===== src/rtl/seg_scan.sv =====
// seg_scan: four-digit time-multiplexed 7-segment scanner.
// segclk is treated as an asynchronous data input. It is synchronised and
// edge-detected, and each rising edge steps the scan to the next digit.
// Between digits there is a fixed blanking gap. The displayed value is
// latched into a shadow register only at frame boundaries.
//
//   state | meaning
//   ------+-------------------------------------------------------------
//   IDLE  | display dark; waits for enable, then loads shadow and starts
//   BLANK | all anodes off for BLANK_CYCLES clocks after a digit advance
//   DRIVE | one anode low, decoded cathodes driven; waits for a segclk tick
module seg_scan #(
  parameter int unsigned BLANK_CYCLES = 16
) (
  input  logic        clk,
  input  logic        clr,
  input  logic        segclk,
  input  logic        enable,
  input  logic [15:0] value,
  input  logic [3:0]  dp_mask,
  input  logic        blank_lead,
  output logic [3:0]  an,
  output logic [6:0]  seg,
  output logic        dp,
  output logic [1:0]  digit_idx,
  output logic        frame_tick
);

  typedef enum logic [1:0] {IDLE, BLANK, DRIVE} state_t;

  localparam logic [7:0] BLANK_LOAD = 8'(BLANK_CYCLES);

  state_t      state;
  logic [7:0]  cnt;
  logic [15:0] shadow;
  logic        s1, s2, s3;
  logic        tick;
  logic [3:0]  nib;
  logic        lz;
  logic [6:0]  drive_seg;
  logic [3:0]  an_drive;

  function automatic logic [6:0] decode(input logic [3:0] n);
    case (n)
      4'h0: decode = 7'h40;
      4'h1: decode = 7'h79;
      4'h2: decode = 7'h24;
      4'h3: decode = 7'h30;
      4'h4: decode = 7'h19;
      4'h5: decode = 7'h12;
      4'h6: decode = 7'h02;
      4'h7: decode = 7'h78;
      4'h8: decode = 7'h00;
      4'h9: decode = 7'h10;
      4'hA: decode = 7'h08;
      4'hB: decode = 7'h03;
      4'hC: decode = 7'h46;
      4'hD: decode = 7'h21;
      4'hE: decode = 7'h06;
      default: decode = 7'h0E;
    endcase
  endfunction

  // Two-flop synchroniser for segclk plus a history flop for edge detection.
  always_ff @(posedge clk or negedge clr) begin
    if (!clr) begin
      s1 <= 1'b0;
      s2 <= 1'b0;
      s3 <= 1'b0;
    end else begin
      s1 <= segclk;
      s2 <= s1;
      s3 <= s2;
    end
  end

  assign tick = s2 & ~s3;

  // Select the shadow nibble for the current digit, and detect the leading-zero run.
  always_comb begin
    nib = shadow[3:0];
    lz  = 1'b0;
    case (digit_idx)
      2'd0: begin nib = shadow[3:0];   lz = 1'b0;                  end
      2'd1: begin nib = shadow[7:4];   lz = (shadow[15:4] == '0);  end
      2'd2: begin nib = shadow[11:8];  lz = (shadow[15:8] == '0);  end
      default: begin nib = shadow[15:12]; lz = (shadow[15:12] == '0); end
    endcase
  end

  assign drive_seg = (blank_lead && lz) ? 7'h7F : decode(nib);
  assign an_drive  = ~(4'b0001 << digit_idx);

  // Scan FSM with registered outputs. Cathodes are also released during the gap.
  always_ff @(posedge clk or negedge clr) begin
    if (!clr) begin
      state      <= IDLE;
      cnt        <= '0;
      shadow     <= '0;
      an         <= 4'hF;
      seg        <= 7'h7F;
      dp         <= 1'b1;
      digit_idx  <= 2'd0;
      frame_tick <= 1'b0;
    end else begin
      frame_tick <= 1'b0;
      if (!enable) begin
        state     <= IDLE;
        cnt       <= '0;
        an        <= 4'hF;
        seg       <= 7'h7F;
        dp        <= 1'b1;
        digit_idx <= 2'd0;
      end else begin
        case (state)
          IDLE: begin
            an         <= 4'hF;
            seg        <= 7'h7F;
            dp         <= 1'b1;
            digit_idx  <= 2'd0;
            shadow     <= value;
            frame_tick <= 1'b1;
            cnt        <= BLANK_LOAD;
            state      <= BLANK;
          end
          BLANK: begin
            cnt <= cnt - 8'd1;
            if (cnt <= 8'd1) begin
              state <= DRIVE;
              an    <= an_drive;
              seg   <= drive_seg;
              dp    <= ~dp_mask[digit_idx];
            end else begin
              an  <= 4'hF;
              seg <= 7'h7F;
              dp  <= 1'b1;
            end
          end
          DRIVE: begin
            if (tick) begin
              digit_idx <= digit_idx + 2'd1;
              an        <= 4'hF;
              seg       <= 7'h7F;
              dp        <= 1'b1;
              cnt       <= BLANK_LOAD;
              state     <= BLANK;
              if (digit_idx == 2'd3) begin
                shadow     <= value;
                frame_tick <= 1'b1;
              end
            end else begin
              an  <= an_drive;
              seg <= drive_seg;
              dp  <= ~dp_mask[digit_idx];
            end
          end
          default: state <= IDLE;
        endcase
      end
    end
  end

endmodule


===== config.mk =====
export PLATFORM = sky130hd
export DESIGN_NAME = seg_scan
export DESIGN_NICKNAME = d
export VERILOG_FILES = /design/src/rtl/seg_scan.sv
export SDC_FILE = /design/constraint.sdc
export NUM_CORES = 1
export LEC_CHECK = 0
export CAP_MARGIN = 10
export CORE_ASPECT_RATIO = 0.75
export CORE_MARGIN = 3
export CORE_UTILIZATION = 54
export DETAILED_ROUTE_END_ITERATION = 12
export GPL_TIMING_DRIVEN = 0
export HOLD_SLACK_MARGIN = 0.05
export MAX_ROUTING_LAYER = met4
export PLACE_DENSITY_LB_ADDON = 0.3
export SLEW_MARGIN = 20
export SYNTH_ARGS = -nofsm -noshare
export SYNTH_HDL_FRONTEND = slang
export SYNTH_SLANG_ARGS = --single-unit

===== constraint.sdc =====
create_clock -name clk -period 3.4 [get_ports clk]
set_input_delay 0.51 -clock clk [delete_from_list [all_inputs] [get_ports clk]]
set_output_delay 0.51 -clock clk [all_outputs]
set_load 0.02 [all_outputs]

Word level (Yosys, flattened, before mapping):

Memories as Yosys holds them, arrays and structs flattened.
Cells that the tools add are included.

* $add $sub $neg: 2
* order comparisons: 2
* equal/unequal tests: 11
* shifts and indexed selects: 1
* muxes and demuxes: 34
* bitwise logic cells: 4
* reductions and logical operators: 11

Operator list (count)
* 16-bit two-way mux: 2
* 16-bit one-hot mux with 2 select lines: 1
* 7-bit two-way mux: 4
* 4-bit one-hot mux with 3 select lines: 2
* 8-bit one-hot mux with 3 select lines: 1
* 7-bit one-hot mux with 3 select lines: 1
* 8-bit two-way mux: 2
* 12-bit zero test: 1
* 4-bit two-way mux: 3
* 2-bit two-way mux: 5
* 8-bit by 1-bit <= comparator with 1-bit output, second input constant: 1
* 8-bit zero test: 1
* 8-bit by 1-bit subtractor with 8-bit output, second input constant: 1
* 1-bit two-way mux: 7
* 2-bit equality test, second input constant: 3
* 3-bit inequality test, second input constant: 2
* 1-bit one-hot mux with 3 select lines: 2
* 2-bit one-hot mux with 3 select lines: 1
* 2-bit AND reduction: 3
* 2-bit by 1-bit equality test with 1-bit output, second input constant: 2
* 2-bit zero test: 2
* 4-bit zero test: 1
* 2-bit inequality test, second input constant: 2
* 4-bit by 1-bit inequality test with 1-bit output, second input constant: 1
* 13 further kinds: 14

* register bits: 44
* memory bits (read-only): 112
* input port bits: 25
* output and inout port bits: 15
* word-level logic and storage cells: 77
* memories kept: 1

Memories
* (name not given): depth 16, bits a word 7, read ports 1, clocked after Yosys merged registers in 0, wr ports 0, RTL line 44 `case (n)`

Depth between registers and ports, before layout:

* depth after elaboration: 7
* mapped depth: 11
* mapped depth without buffers: 11

Worst setup path after synthesis:

No wires, ideal clock.

* path type: flip-flop to flip-flop
* from: reg digit_idx[0]
* to: reg seg[0]
* library setup time: 0.083 ns
* arrival time: 2.848 ns
* path slack: 0.469 ns
* cell stages (with the launch flop): 11
* period minus slack after synthesis: 2.931 ns
* path through: dfrtp_1 ha_1 inv_1 buf_1 mux2i_1 inv_1 ha_1 a211o_2 a2bb2oi_1 o32a_1 a221o_1

* longest elaborated chain between the ends: 7
* elaborated cells between the ends (all ways): 12
* those cells by class: eq/ne: 2; mux: 7; reduce/logical: 2; memory: 1

RTL lines
* from (decl): RTL line 25 `output logic [1:0] digit_idx,`
* from (signal assigned): RTL line 141 `digit_idx <= digit_idx + 2'd1;`
* 2-bit equality test (tied with other cells): RTL line 83 `case (digit_idx)`
* 4-bit one-hot mux with 3 select lines / 1-bit one-hot mux with 3 select lines (equally long branches): RTL line 83
* memory 16 x 7 bit / 1-bit logical AND (equally long branches)
* 7-bit two-way mux *: RTL line 91 `assign drive_seg = (blank_lead && lz) ? 7'h7F : decode(nib);`
* 7-bit two-way mux (on tied branches): RTL line 140, 128
* 7-bit one-hot mux with 3 select lines *: RTL line 115 `case (state)`
* 7-bit two-way mux *: RTL line 107 `if (!enable) begin`
* to (signal assigned): RTL line 131 `seg <= drive_seg;`
* to (signal assigned): RTL line 153 `seg <= drive_seg;`
* to (decl): RTL line 23 `output logic [6:0] seg,`

Every way passes the cells marked *; elsewhere a longest branch is shown, timed or not.
A chain may end at the register's enable or synchronous reset.

Worst setup path in the final report:

Ends and elaborated chain as after synthesis.

==> results.tsv <==
metric	value	unit
grt_pass1_wl	9.98	mm
numCtsBuffers	5	
layout_common_cells	38 x clkdlybuf4s50_1, 32 x dfrtp_1, 25 x nor2_1, 19 x o21ai_0, 18 x mux2_2	
grt_pass1_vias	2024	
die-area	5750	sq um
h-tree-depth	2	
wl_met3	373	um
viasPerCell	5.93	
finalSetupViolations	0	
worst_pin_slew	0.962	ns
synthArstFlopShare	100	%
worstPathArrival	3.33	ns
ant_nets	0	
grt_usage	23.1	%
post-route-min-period	3.10	ns
start_util	57.6	%
clock_path_buffers	2	
r2r_slack	0.30	ns
hold_violations	0	
wl_per_cell	15.9	um
power.net_switching	1.15	mW
numPortBuffers	39	
p_sw_share	42.3	%
p_leak	1.30	nW
clock_power_share	11.6	%
syn_avg_cell_area	9.75	sq um
report.final.slew_viol_count	0	
nets	358	
crit_required	3.63	ns
yosysUniqueCellTypes	51	
worstRegToRegCells	10	
start_kind	flop	
dp.cells	367	
wl_met2	2.50	mm
endpoint_kind	flop	
run_status	complete, no violations	
final_common_cell	clkdlybuf4s50_1	
critPathMaxFanout	10	
drt-initial-drc-count	193	
firstDrtPassIters	4	
intPower	1.57	mW
grt_setup_unrepaired	no	
drc_errors	0	
clk_latency	0.30	ns
core_region_area	4570	sq um
cts-root-buf	clkbuf_8	
routed.top_layer	met4	
ys.flop_type	dfrtp_1	
core.rowCount	21	
vias	2219	
p_total	2.72	mW
holdCritPathClass	in2async	
synth-edff-count	0	
seqPwrFrac	34.3	%
reg2reg_from	digit_idx[0]	
yosys_warnings	0	
synth_cells	270	
vdd_ir_drop_max	445	uV
power_frac_comb	54.1	%
grt_max_degree	28	
min_period_over_period	91.1	%
io_pins	40	
timing.slew.headroom	35.8	%
dp_hpwl	4.49	mm
clk_pin_slew	0.08	ns
final_cells	374	
clkSinkCount	44	
drt-met1-wl	2.96	mm
die_w	86.6	um
fin_util	69.8	%
synth_seq_area_share	42.4	%
fmax	323	MHz
antenna_found_initial	0	
clock_skew	0.00805	ns
antenna_cells	0	
synth-seq-cells	44	
cts_tree	yes	
powerDensity	851	nW/um^2
synth.net_count	311	
drive_gt1_share	14.8	%
maxCapViolations	0	
crit_type	reg2reg	
die_y	66.5	um
syn-cell-area	2630	sq um
area_delta_synth_final	21.3	%
r2r-end	seg[0]	
gr-total-overflow	0	
gp_congestion	0.928	
wirelength	5.94	mm
tns	0	ns
==> final cells by class <==
type,instances,area (sq um)
sequential,44,1120
inverter,15,56.3
timing repair buffer,40,405
multi-input combinational,200,1420
fill,368,1380
clock buffer,6,72.6
buffer,11,43.8
clock inverter,1,5.00
tap,57,71.3
==> per-layer routing <==
layer | track usage (%) | up-vias
met5 | - | -
met4 | 7.98 | 0
met3 | 4.82 | 12
met2 | 32.9 | 79
met1 | 32.8 | 1050
li1 | - | 1078
==> synthesized netlist by cell type, drive strengths merged, types with 4 or more instances <==
cell,n,area share (%)
o21ai,20,3.8
nor3,10,1.9
nand2,14,2.0
inv,15,2.1
nor2b,7,1.7
dfstp,12,12
dfrtp,32,30
ha,16,7.6
a21oi,14,2.7
nand3b,5,1.4
nor2,25,3.6
a211oi,9,2.6
o22ai,6,1.4
mux2,18,7.7
mux2i,4,1.5
clkbuf,9,1.3
a222oi,4,1.5
==> through the flow <==
stage	area (sq um)	setup slack, ns	hold WS (ns)
after floorplan	2630	0.469	0.214
after detailed placement	3110	0.0703	0.335
after global placement	3090	0.0954	0.334
after CTS	3190	0.0418	0.138
final	3190	0.301	0.136
after global routing	3190	0.116	0.154
==> power by group through the flow <==
stage | combinational (mW) | sequential (mW) | clock, mW
floorplan | 1.02 | 0.956 | 0
global placement | 1.41 | 0.924 | 0
detailed placement | 1.45 | 0.937 | 0
CTS | 1.46 | 0.927 | 0.323
global route | 1.64 | 0.959 | 0.342
finish | 1.47 | 0.931 | 0.315
==> flip-flops by register name, summed over array words and instances (netlist names) <==
signal      flops
shadow         16
cnt             8
seg             7
an              4
digit_idx       2
state           2
dp              1
frame_tick      1
s1              1
s2              1
s3              1
==> critical path, stage by stage, from the launching register on <==
cell	delay, ns
dfrtp_1	0.49
ha_1	0.36
inv_1	0.18
clkbuf_2	0.27
mux2i_2	0.39
inv_1	0.17
ha_1	0.26
a211o_2	0.27
a2bb2oi_1	0.14
o32a_1	0.16
a221o_1	0.35
==> kinds of logic (layout without fill, tap and decap cells) <==
group	Yosys count	count (layout)	share of synthesized area, %
flip-flops	44	44	42.4
AND/OR/NAND/NOR	78	78	14.8
AO/OA/AOI/OAI	81	81	20.7
buffers and inverters	26	73	3.76
adder cells (fa/ha/maj)	16	16	7.61
XOR/XNOR	2	2	0.666
multiplexers	23	23	10.1
==> worst max-delay path by stage <==
stage / from / to / slack [ns] / cells past startpoint
floorplan: digit_idx[0] / seg[0] / 0.47 / 10
global placement: digit_idx[0] / seg[0] / 0.1 / 10
detailed placement: digit_idx[0] / seg[0] / 0.07 / 10
CTS: digit_idx[0] / seg[0] / 0.04 / 10
global route: digit_idx[0] / seg[0] / 0.12 / 10
finish: digit_idx[0] / seg[0] / 0.30 / 10
==> timing repair <==
item | CTS | global route
hold buffers | 0 | 0
resized for setup | 0 | 2
hold endpoints to repair | 0 | 0
endpoints found under the setup margin | 0 | 2
setup buffers | 0 | 0
No activity file was read; power rests on OpenSTA's default activity.
